<file path="src/rtl/lc_en_filter.sv">
// rtl/lc_en_filter.sv - Qualifies a synchronized lc_tx_t enable into a filtered, drainable, error-latching enable.
// Optional build macro LC_EN_FILTER_DRAIN_TIMEOUT_EN bounds the time spent waiting for idle_i in DRAIN.
module lc_en_filter #(
    parameter int unsigned FilterCycles = 4,
    parameter int unsigned DrainTimeout = 16
) (
    input  logic       clk_i,
    input  logic       rst_i,
    input  logic [3:0] lc_en_i,
    input  logic       idle_i,
    input  logic       clr_err_i,
    output logic       en_o,
    output logic [3:0] lc_en_o,
    output logic       stop_req_o,
    output logic       err_o
);

    localparam logic [3:0] LcOn       = 4'b1010;
    localparam logic [3:0] LcOff      = 4'b0101;
    localparam logic [7:0] FilterLast = 8'(FilterCycles - 1);

    generate
        if (FilterCycles < 1 || FilterCycles > 255) begin : g_bad_filter
            $error("lc_en_filter: FilterCycles must be within 1..255");
        end
        if (DrainTimeout < 1 || DrainTimeout > 255) begin : g_bad_timeout
            $error("lc_en_filter: DrainTimeout must be within 1..255");
        end
    endgenerate

    typedef enum logic [2:0] {
        StOff,
        StArm,
        StOn,
        StDrain,
        StError
    } state_e;

    state_e     state_q, state_d;
    logic [7:0] cnt_q, cnt_d;
    logic       is_on, is_off, is_invalid;
    logic       drain_expired;

    assign is_on      = (lc_en_i == LcOn);
    assign is_off     = (lc_en_i == LcOff);
    assign is_invalid = !is_on && !is_off;

`ifdef LC_EN_FILTER_DRAIN_TIMEOUT_EN
    localparam logic [7:0] DrainLimit = 8'(DrainTimeout);
    logic [7:0] drain_cnt_q, drain_cnt_d;
    logic [7:0] drain_inc;

    assign drain_inc     = drain_cnt_q + 8'd1;
    assign drain_expired = (state_q == StDrain) && (drain_inc == DrainLimit);

    // Counts edges spent in DRAIN; zero on the entry edge and everywhere else.
    always_comb begin
        drain_cnt_d = 8'd0;
        if (state_q == StDrain && state_d == StDrain) begin
            drain_cnt_d = drain_inc;
        end
    end

    always_ff @(posedge clk_i) begin
        if (rst_i) begin
            drain_cnt_q <= 8'd0;
        end else begin
            drain_cnt_q <= drain_cnt_d;
        end
    end
`else
    assign drain_expired = 1'b0;
`endif

    always_comb begin
        state_d = state_q;
        cnt_d   = is_on ? ((cnt_q == 8'hFF) ? cnt_q : cnt_q + 8'd1) : 8'd0;

        unique case (state_q)
            StOff: begin
                if (is_invalid) begin
                    state_d = StError;
                end else if (is_on) begin
                    state_d = (FilterCycles == 1) ? StOn : StArm;
                    cnt_d   = 8'd1;
                end
            end
            StArm: begin
                if (is_invalid) begin
                    state_d = StError;
                end else if (is_on) begin
                    if (cnt_q == FilterLast) begin
                        state_d = StOn;
                    end
                end else begin
                    state_d = StOff;
                end
            end
            StOn: begin
                if (is_invalid) begin
                    state_d = StError;
                end else if (is_off) begin
                    state_d = StDrain;
                end
            end
            StDrain: begin
                // On samples here are deliberately ignored; only idle_i leaves DRAIN cleanly.
                if (is_invalid) begin
                    state_d = StError;
                end else if (idle_i) begin
                    state_d = StOff;
                end else if (drain_expired) begin
                    state_d = StError;
                end
            end
            StError: begin
                if (clr_err_i && is_off) begin
                    state_d = StOff;
                end
            end
            default: state_d = StError;
        endcase

        if (state_d == StOff) begin
            cnt_d = 8'd0;
        end
    end

    // Outputs are decoded from the next state so they change on the same edge as the state.
    always_ff @(posedge clk_i) begin
        if (rst_i) begin
            state_q    <= StOff;
            cnt_q      <= 8'd0;
            en_o       <= 1'b0;
            lc_en_o    <= LcOff;
            stop_req_o <= 1'b0;
            err_o      <= 1'b0;
        end else begin
            state_q    <= state_d;
            cnt_q      <= cnt_d;
            en_o       <= (state_d == StOn);
            lc_en_o    <= (state_d == StOn) ? LcOn : LcOff;
            stop_req_o <= (state_d == StDrain);
            err_o      <= (state_d == StError);
        end
    end

endmodule

</file>
<file path="config.mk">
export PLATFORM = sky130hd
export DESIGN_NAME = lc_en_filter
export DESIGN_NICKNAME = d
export VERILOG_FILES = /design/src/rtl/lc_en_filter.sv
export SDC_FILE = /design/constraint.sdc
export NUM_CORES = 1
export LEC_CHECK = 0
export CAP_MARGIN = 20
export CORE_AREA = 5 5 54 56
export CTS_CLUSTER_SIZE = 14
export DETAILED_ROUTE_END_ITERATION = 7
export DIE_AREA = 0 0 59 61
export GPL_TIMING_DRIVEN = 1
export PLACE_DENSITY = 0.63
export SLEW_MARGIN = 20
export SYNTH_ARGS = -nofsm -noshare
export SYNTH_HDL_FRONTEND = slang
export SYNTH_SLANG_ARGS = --single-unit
</file>
<file path="constraint.sdc">
create_clock -name clk_i -period 3.04 [get_ports clk_i]
set_input_delay 0.912 -clock clk_i [delete_from_list [all_inputs] [get_ports clk_i]]
set_output_delay 0.912 -clock clk_i [all_outputs]
set_load 0.005 [all_outputs]
</file>
; After elaboration in Yosys (flattened, before gate mapping)
; Index checks and enable logic that the tools add are counted.
[classes]
add_sub_neg = 1
multipliers = 0
n_div = 0
n_lt_le_gt_ge = 0
eq_ne = 11
n_shift = 0
muxes = 17
bitwise = 0
reduce_logical = 7
[op_table]
columns = cell, n
row1 = $mux 8, 5
row2 = $mux 3, 10
row3 = $pmux 3 s5, 1
row4 = $eq 3x2->1 const B, 4
row5 = $add 8x1->8 const B, 1
row6 = $eq 8x2->1 const B, 1
row7 = $eq 8x8->1 const B, 1
row8 = $eq 3x3->1 const B, 2
row9 = $logic_not 3->1, 2
row10 = $eq 4x3->1 const B, 1
row11 = $eq 4x4->1 const B, 1
row12 = $mux 4, 1
row13 = $eq 3x1->1 const B, 1
row14 = $logic_and 1x1->1, 2
row15 = $logic_not 1->1, 2
row16 = $reduce_or 2->1, 1
[totals]
register_bits = 18
latchBits = 0
ramBits = 0
romBits = 0
out_inout_bits = 7
mem_count = 0

; Depth between registers and ports, before layout
; Gate-level depths: netlist of run 1.
[depth]
ltp_word = 7
ltp_mapped = 5
mapped_depth_nobuf = 5

; Worst setup path after synthesis of run 1
; No wires, ideal clock.
[synth_timing]
kind = in2reg
from = input port lc_en_i[3]
to = register cnt_q[2]
setup_time_ns = 0.133
arrival_time_ns = 1.749
t_required_ns = 2.907
slack_ns = 1.158
path_stages = 4
n_path_buf = 0
cell_sequence = and4bb_2 > nor3b_2 > o31ai_4 > nor3_1
[synth_via]
elab_chain_len = 7
elab_cells_between_ends = 21
classes_between = eq/ne: 2 / mux: 13 / reduce/logical: 6
[synth_lines]
columns = element, line_no
row1 = from (decl), 9  ; input logic [3:0] lc_en_i,
row2 = $eq 4x4->1 / $eq 4x3->1 (equally long branches), "44, 45"
row3 = $logic_not 1->1, 46  ; assign is_invalid = !is_on && !is_off;
row4 = $logic_and 1x1->1, 46
row5 = "$mux 3, on equally long branches", --
row6 = $pmux 3 s5, 79  ; unique case (state_q)
row7 = $logic_not 3->1, 124  ; if (state_d == StOff) begin
row8 = $reduce_or 2->1 (no line), --
row9 = to (signal assigned), 140  ; cnt_q <= cnt_d;
row10 = to (decl), 40  ; logic [7:0] cnt_q, cnt_d;
; Several ways; a longest one is shown, not always the timed one.
; A chain may end at the register's enable or synchronous reset.

; Worst setup path in the final report of run 1
[layout_timing]
from = input port lc_en_i[1]
to = register cnt_q[4]
; Same word-level chain as after synthesis.

==> impl_metrics.ini, run 1 <==
[status]
status = completed

[detailed_routing]
drtPass1Iterations = 4
drt_iter0_drc = 20
drt-met1-wl_um = 622
via_count = 623
wire_per_inst_um = 11.1
routed.top_layer = met4
route.met2.wl_um = 674
drtAntennaViolNets = 0
vias_per_cell = 4.87
wl_met3_um = 80
wirelength_um = 1420
drc = 0

[critical_path]
cp-end-kind = flop
crit_family = simple AND/OR/NAND/NOR gates
max_stage_delay_ps = 420
r2r_cells = 5
r2r-end = lc_en_o[1]
crit_chain = clkdlybuf4s50_1, and4bb_2, nor3b_2, o31ai_4, nor3_1
startpoint = lc_en_i[1]
crit_cells = 5
critical_path_arrival_ps = 2290
cpMaxStageDelayCell = clkdlybuf4s50_1
cp.required_ps = 3180
ff2ff_setup_slack_ps = 1490
path_class = in2reg
cp_max_fo = 7
reg2reg_from = cnt_q[0]
path_buf_inv = 1
crit_path_start_kind = input port
critical_path.endpoint = cnt_q[4]

[clock_tree]
clk_pin_slew_worst_paths_ps = 80
root_buffer = clkbuf_4
cts_hold_buf = 0
numCtsBuffers = 3
post_cts_buffers = 0
cts_tree = yes
clkSinkCount = 15
clk_latency_ps = 270
cts-htree-levels = 1
cts_resized = 0
max-clock-path-buffers = 2

[grt]
gr-total-overflow = 0
grt_max_degree = 9
antenna_found_initial = 0
track_usage = 0.0940
grt_pass1_vias = 609
grt_pass1_wl_um = 2580

[power_and_ir_drop]
powerDensity_nw_per_um2 = 353
power.total_uw = 329
ir_worst_vdd_uv = 188
leakagePower_uw = 0.000328

[place]
port_buffers = 14
dp_hpwl_um = 1140
dpl.cell_count = 124
gp_congestion = 0.834
dp_slack_ps = 594

[synthesis]
synth.top_cell.area_share = 0.400
synth_compound_area_frac = 0.158
syn-cell-area_um2 = 751
synthFlopType = dfxtp_1
postSynth.asyncResetShare = 0
synth_seq_cells = 15
synth_top_family_by_area = simple AND/OR/NAND/NOR gates
synthTopCellsByCount = dfxtp_1, nor2_1, nand2_1
synth_edf_count = 0
ys_seq_area_frac = 0.400
synthCells = 83
synthXorXnorAreaFrac = 0.0117
synthSimpleGateAreaFrac = 0.347
synth_mux_area_frac = 0.0267
synth_most_common_cell = dfxtp_1
synth-adder-area-share = 0.0167
yosys_warnings = 0
yosys.area.top_type = dfxtp_1
synth_area_leaders = dfxtp_1, nor2_1, and4bb_2, nand2_1, nor3b_2
synth_cell_types = 29
avgSynthCellArea_um2 = 9.04
syn_nets = 92

[layout]
diodes = 0
fill_cells = 264
fin_cells = 128
nets = 108
area_growth_syn_to_layout_pct = 24.2
drive_above_1_share = 0.143

[sta]
fmax_mhz = 467
finalSetupViolCount = 0
skew_ps = 3.09
slew_violations = 0
post-route-period-util = 0.705
layout_setup_ws_ps = 898
min_period_ps = 2140
worstMarginPinSlew_ps = 376
max_slew_margin = 0.749
hold_viol_final = 0
fin_setup_tns_ps = 0
rsz0062_at_grt = no

[flow_run]
drv_cap = 0

[floorplan]
start_util = 0.314
core-area_um2 = 2390
dieWidth_um = 59
die_h_um = 61
die_area_um2 = 3600
num_rows = 18
io_pins = 15

[min_path]
min_path_type = reg2reg
min_path_cells = 2
==> state kept, by name, indices dropped and copies added (netlist names) <==
register / count
state_q: 3
cnt_q: 8
stop_req_o: 1
err_o: 1
lc_en_o: 2
==> layer usage <==
| layer | global-route usage | up-vias |
|---|---|---|
| met5 | 0 | - |
| met4 | 0.0453 | 0 |
| met3 | 0.0383 | 4 |
| met2 | 0.148 | 10 |
| met1 | 0.111 | 280 |
| li1 | - | 329 |
==> layout by cell type, fill, tap and decap left out, drive strengths merged, types with 3 or more instances in the layout <==
cell type,instances
nor3,4
clkbuf,4
nand2,8
and4bb,3
nor2,14
dfxtp,15
o21ai,3
clkdlybuf4s50,14
nand3,4
a21oi,5
==> cell type report <==
type / count / area [um^2] / share of cell area
Inverter: 2 / 7.51 / 0.00805
Clock buffer: 4 / 26.3 / 0.0282
Sequential cell: 15 / 300 / 0.322
Multi-Input combinational cell: 63 / 420 / 0.451
Timing Repair Buffer: 14 / 140 / 0.150
Tap cell: 30 / 37.5 / 0.0403
==> logic make-up (layout without fill, tap and decap cells) <==
logic type	Yosys count	in the layout
multiplexers	2	2
XOR/XNOR	1	1
AO/OA/AOI/OAI	14	14
adder cells (fa/ha/maj)	1	1
buffers and inverters	5	20
AND/OR/NAND/NOR	45	45
flip-flops	15	15
==> worst min path at each step <==
stage | startpoint | end | slack, ps
2_1_floorplan | cnt_q[1] | cnt_q[1] | 480
3_3_place_gp | cnt_q[1] | cnt_q[1] | 510
6_report | cnt_q[1] | cnt_q[1] | 540
5_1_grt | cnt_q[1] | cnt_q[1] | 600
4_1_cts | cnt_q[1] | cnt_q[1] | 550
3_5_place_dp | cnt_q[1] | cnt_q[1] | 520
==> tightest hold or removal path, delay by kind of cell, from the launching register on <==
kind             cells  cell delay [ps]
flip-flops           1              350
multiplexers         1               80
AND/OR/NAND/NOR      1               70
==> power by group <==
| group | internal (uW) | total [uW] | leakage [uW] | switching, uW |
|---|---|---|---|---|
| clock network | 50.7 | 108 | 0.0000150 | 56.9 |
| logic | 13.1 | 21.0 | 0.000191 | 7.91 |
| registers | 198 | 200 | 0.000122 | 1.88 |
| total | 262 | 329 | 0.000328 | 66.7 |
==> stage by stage <==
step                      cell area (um^2)   util  hold slack, ps
after floorplan                        751      -             482
after global placement                 906  0.379             508
after detailed placement               906  0.379             523
after CTS                              932  0.390             547
after global routing                   932  0.390             600
final                                  932  0.390             538
(Power assumes the default switching activity.)
==> inputs of run 2 (changes only) <==
--- a/config.mk
+++ b/config.mk
@@ -11,7 +11,7 @@
 export DETAILED_ROUTE_END_ITERATION = 7
 export DIE_AREA = 0 0 59 61
 export GPL_TIMING_DRIVEN = 1
-export PLACE_DENSITY = 0.63
+export PLACE_DENSITY = 0.65
 export SLEW_MARGIN = 20
 export SYNTH_ARGS = -nofsm -noshare
 export SYNTH_HDL_FRONTEND = slang
==> constraint.sdc (replaced) <==
create_clock -name clk_i -period 1.76 [get_ports clk_i]
set_input_delay 0.528 -clock clk_i [delete_from_list [all_inputs] [get_ports clk_i]]
set_output_delay 0.528 -clock clk_i [all_outputs]
set_load 0.005 [all_outputs]
==> run 2 against run 1 <==
Die area did not move; flip-flop and latch count unchanged; non-clock buffer count up 3; clock power increased by 79%; combinational power is 89% higher; critical path depth is the same; utilization is 1.1 points higher; cell area increased by 2.8%; sequential share of layout area is 0.88 points lower.
==> impl_metrics.ini, run 2 (same netlist as run 1, synthesis figures left out) <==
[status]
status = completed

[grt]
grt_pass1_wl_um = 2350
grt_pass1_vias = 591
antenna_found_initial = 0
track_usage = 0.0852
gr-total-overflow = 0
grt_max_degree = 9

[floorplan]
core-area_um2 = 2390
io_pins = 15
die_h_um = 61
num_rows = 18
dieWidth_um = 59
die_area_um2 = 3600
start_util = 0.314

[sta]
finalSetupViolCount = 0
fin_setup_tns_ps = 0
rsz0062_at_grt = no
post-route-period-util = 0.953
min_period_ps = 1680
skew_ps = 1.50
max_slew_margin = 0.731
fmax_mhz = 596
worstMarginPinSlew_ps = 403
hold_viol_final = 0
slew_violations = 0

[detailed_routing]
wire_per_inst_um = 11.2
vias_per_cell = 4.95
via_count = 648
wirelength_um = 1460
drc = 0
drtPass1Iterations = 4
drtAntennaViolNets = 0
drt_iter0_drc = 20

[clock_tree]
clk_latency_ps = 270
cts_hold_buf = 0
clk_pin_slew_worst_paths_ps = 90
cts-htree-levels = 1
cts_tree = yes
max-clock-path-buffers = 2
root_buffer = clkbuf_4
clkSinkCount = 15
post_cts_buffers = 0
cts_resized = 0
numCtsBuffers = 3

[critical_path]
critical_path.endpoint = cnt_q[2]
max_stage_delay_ps = 410
r2r-end = lc_en_o[1]
path_buf_inv = 1
cp_max_fo = 7
crit_path_start_kind = input port
crit_cells = 5
crit_chain = clkdlybuf4s50_1, and4bb_2, nor3b_2, o31ai_4, nor3_1
path_class = in2reg
cpMaxStageDelayCell = clkdlybuf4s50_1
reg2reg_from = cnt_q[0]
crit_family = simple AND/OR/NAND/NOR gates
cp-end-kind = flop
startpoint = lc_en_i[3]
critical_path_arrival_ps = 1830
r2r_cells = 5
cp.required_ps = 1910
ff2ff_setup_slack_ps = 200

[power_and_ir_drop]
pwr-share-seq = 0.598
powerDensity_nw_per_um2 = 604
leakagePower_uw = 0.000343
p_clk_frac = 0.333
switching_share = 0.212
p_switching_uw = 123
p_int_uw = 456
p_comb_frac = 0.068
ir_worst_vdd_uv = 398

[place]
dp_hpwl_um = 1130
gp_congestion = 0.909
port_buffers = 14
postPlaceCellArea_um2 = 928

[layout]
area_growth_syn_to_layout_pct = 27.7
mostFrequentLayoutCell = dfxtp_1
largest_reg_flops = 8
drive_above_1_share = 0.168
top_regs = cnt_q: 8 flops, state_q: 3 flops, lc_en_o: 2 flops
top_register = cnt_q
mostFrequentLayoutCells = dfxtp_1, nor2_1, clkdlybuf4s50_1, nand2_1
finalInstanceArea_um2 = 958
nets = 111
diodes = 0

[min_path]
min_path_type = reg2reg
hold_path.startpoint = cnt_q[1]
min_path_cells = 2

[flow_run]
drv_cap = 0
[run 2: cell types whose count changed in the layout (fill, tap and decap cells not counted)]
cell      change
and4bb_4      +1
and4bb_2      -1
buf_4         +3
[run 2: power by group through the flow]
stage	registers (uW)	logic, uW	clock network, uW
detailed placement	354	38.9	0
global route	347	43.2	214
floorplan	354	13.2	0
CTS	347	39.1	203
global placement	354	38.3	0
finish	346	39.6	193
[run 2: worst reg2reg max path, delay by kind of cell (launching register included)]
kind	cells	cell delay [ps]
compound gates	1	290
fa+ha+maj	1	330
flops	1	380
simple gates	3	500
[run 2: cell type report]
class / instances / area [um^2]
multi-input combinational: 63 / 424
fill: 263 / 1430
clock buffer: 4 / 26.3
timing repair buffer: 17 / 163
sequential: 15 / 300
inverter: 2 / 7.51
tap: 30 / 37.5
[run 2: worst min path at each step]
stage / end
5_1_grt: cnt_q[2]
4_1_cts: cnt_q[1]
3_5_place_dp: cnt_q[1]
6_report: cnt_q[1]
2_1_floorplan: cnt_q[1]
3_3_place_gp: cnt_q[1]
[run 2: metrics by stage]
stage / total power (uW) / hold slack (ps) / util / instances / setup WS (ps)
2_1_floorplan: 367 / 482 / - / 83 / 262
3_3_place_gp: 393 / 510 / 0.389 / 127 / -225
3_5_place_dp: 393 / 528 / 0.389 / 127 / -245
4_1_cts: 588 / 551 / 0.400 / 131 / 52.7
5_1_grt: 605 / 584 / 0.401 / 131 / 0.355
6_report: 579 / 542 / 0.401 / 131 / 81.9
[run 2: metal layers]
layer / track usage / vias up / wire, um
met5: 0 / - / 0
met4: 0.0388 / 0 / 0
met3: 0.0191 / 0 / 52
met2: 0.158 / 11 / 760
met1: 0.0921 / 300 / 650
li1: - / 337 / -
==> inputs of run 3 (changes only) <==
--- a/config.mk
+++ b/config.mk
@@ -5,13 +5,13 @@
 export SDC_FILE = /design/constraint.sdc
 export NUM_CORES = 1
 export LEC_CHECK = 0
-export CAP_MARGIN = 20
 export CORE_AREA = 5 5 54 56
 export CTS_CLUSTER_SIZE = 14
 export DETAILED_ROUTE_END_ITERATION = 7
 export DIE_AREA = 0 0 59 61
 export GPL_TIMING_DRIVEN = 1
 export PLACE_DENSITY = 0.65
+export RECOVER_POWER = 50
 export SLEW_MARGIN = 20
 export SYNTH_ARGS = -nofsm -noshare
 export SYNTH_HDL_FRONTEND = slang
==> run 3 against run 2 <==
Sequential power is essentially flat; total power shrank 0.11%; clock-buffer cell count is the same; clock power is essentially flat; fmax is 1.1% lower; critical path depth down 4; non-clock buffer count did not move; worst setup slack lost 19 ps; global-route usage unchanged; combinational power down 2%; critical path type is now reg2out; largest cell class unchanged.
==> impl_metrics.ini, run 3 (same netlist as run 1, synthesis figures left out) <==
[status]
status = completed

[critical_path]
r2r-end = lc_en_o[1]
r2r_cells = 5
crit_path_start_kind = flop
crit_chain = dlygate4sd3_1
path_class = reg2out
reg2reg_from = cnt_q[0]
critical_path_arrival_ps = 1170
ff2ff_setup_slack_ps = 150
crit_family = buffers and inverters
cp_max_fo = 2
path_buf_inv = 1
crit_cells = 1
cpMaxStageDelayCell = dlygate4sd3_1
cp.required_ps = 1230
max_stage_delay_ps = 560
cp-end-kind = output pin

[min_path]
hold_path.startpoint = cnt_q[1]
min_path_type = reg2reg
hold_end = cnt_q[1]
min_path_cells = 2

[sta]
whs_ps = 542
worstMarginPinSlew_ps = 401
fmax_mhz = 589
slew_violations = 0
hold_viol_final = 0
finalSetupViolCount = 0
max_slew_margin = 0.733
post-route-period-util = 0.964
rsz0062_at_grt = no
skew_ps = 1.50
min_period_ps = 1700

[floorplan]
dieWidth_um = 59
io_pins = 15
start_util = 0.314
core-area_um2 = 2390
die_area_um2 = 3600
die_h_um = 61
num_rows = 18

[detailed_routing]
vias_per_cell = 4.97
wirelength_um = 1470
via_count = 651
drtAntennaViolNets = 0
drc = 0
drt_iter0_drc = 21
drtPass1Iterations = 4
wire_per_inst_um = 11.2

[power_and_ir_drop]
p_switching_uw = 122
switching_share = 0.212
p_int_uw = 456
pwr-share-seq = 0.599
p_clk_frac = 0.334
ir_worst_vdd_uv = 398
power.total_uw = 578
leakagePower_uw = 0.000341
powerDensity_nw_per_um2 = 608
p_comb_frac = 0.067

[clock_tree]
clk_latency_ps = 270
max-clock-path-buffers = 2
cts-htree-levels = 1
cts_resized = 0
cts_tree = yes
post_cts_buffers = 0
cts_hold_buf = 0
numCtsBuffers = 3
clkSinkCount = 15
root_buffer = clkbuf_4
clk_pin_slew_worst_paths_ps = 90

[grt]
grt_max_degree = 9
antenna_found_initial = 0
grt_pass1_vias = 591
gr-total-overflow = 0
grt_pass1_wl_um = 2350
track_usage = 0.0852

[layout]
largest_reg_flops = 8
utilization = 0.398
top_register = cnt_q
nets = 111
mostFrequentLayoutCells = dfxtp_1, nor2_1, clkdlybuf4s50_1, nand2_1
top_regs = cnt_q: 8 flops, state_q: 3 flops, lc_en_o: 2 flops
drive_above_1_share = 0.158
fill_cells = 265
mostFrequentLayoutCell = dfxtp_1
diodes = 0
area_growth_syn_to_layout_pct = 26.7

[place]
port_buffers = 14
gp_congestion = 0.909
dp_hpwl_um = 1130

[flow_run]
drv_cap = 0
[run 3: per-stage QoR]
| step | setup WS [ps] | instance area [um^2] | setup TNS (ps) | std cells |
|---|---|---|---|---|
| after floorplan | 262 | 751 | 0 | 83 |
| after global placement | -225 | 928 | -2330 | 127 |
| final | 63.1 | 951 | 0 | 131 |
| after CTS | 52.7 | 955 | 0 | 131 |
| after global routing | 1.92 | 951 | 0 | 131 |
| after detailed placement | -245 | 928 | -2480 | 127 |
[run 3: layer usage]
metal  vias to the layer above  track usage  routed length (um)
met5                         -            0                   0
met4                         0       0.0388                   0
met3                         0       0.0191                  65
met2                        16        0.158                 758
met1                       302       0.0921                 645
li1                        333            -                   -
[run 3: worst max-delay path by stage]
stage	startpoint	endpoint	slack [ps]
final	lc_en_o[2]	lc_en_o[0]	60
after global routing	lc_en_i[3]	cnt_q[4]	2
after CTS	lc_en_i[3]	cnt_q[4]	50
after detailed placement	lc_en_i[3]	cnt_q[4]	-250
after global placement	lc_en_i[3]	cnt_q[2]	-220
after floorplan	lc_en_i[3]	cnt_q[2]	260
[run 3: area by class of cell]
cell class / instances / area, um^2 / share of cell area
multi-input combinational: 63 / 417 / 0.438
sequential: 15 / 300 / 0.316
clock buffer: 4 / 26.3 / 0.0276
inverter: 2 / 7.51 / 0.00789
tap: 30 / 37.5 / 0.0395
timing repair buffer: 17 / 163 / 0.171
[run 3: power by group through the flow]
stage | sequential [uW] | combinational [uW] | clock (uW)
global route | 347 | 42.5 | 214
global placement | 354 | 38.3 | 0
finish | 346 | 38.9 | 193
detailed placement | 354 | 38.9 | 0
CTS | 347 | 39.1 | 203
floorplan | 354 | 13.2 | 0
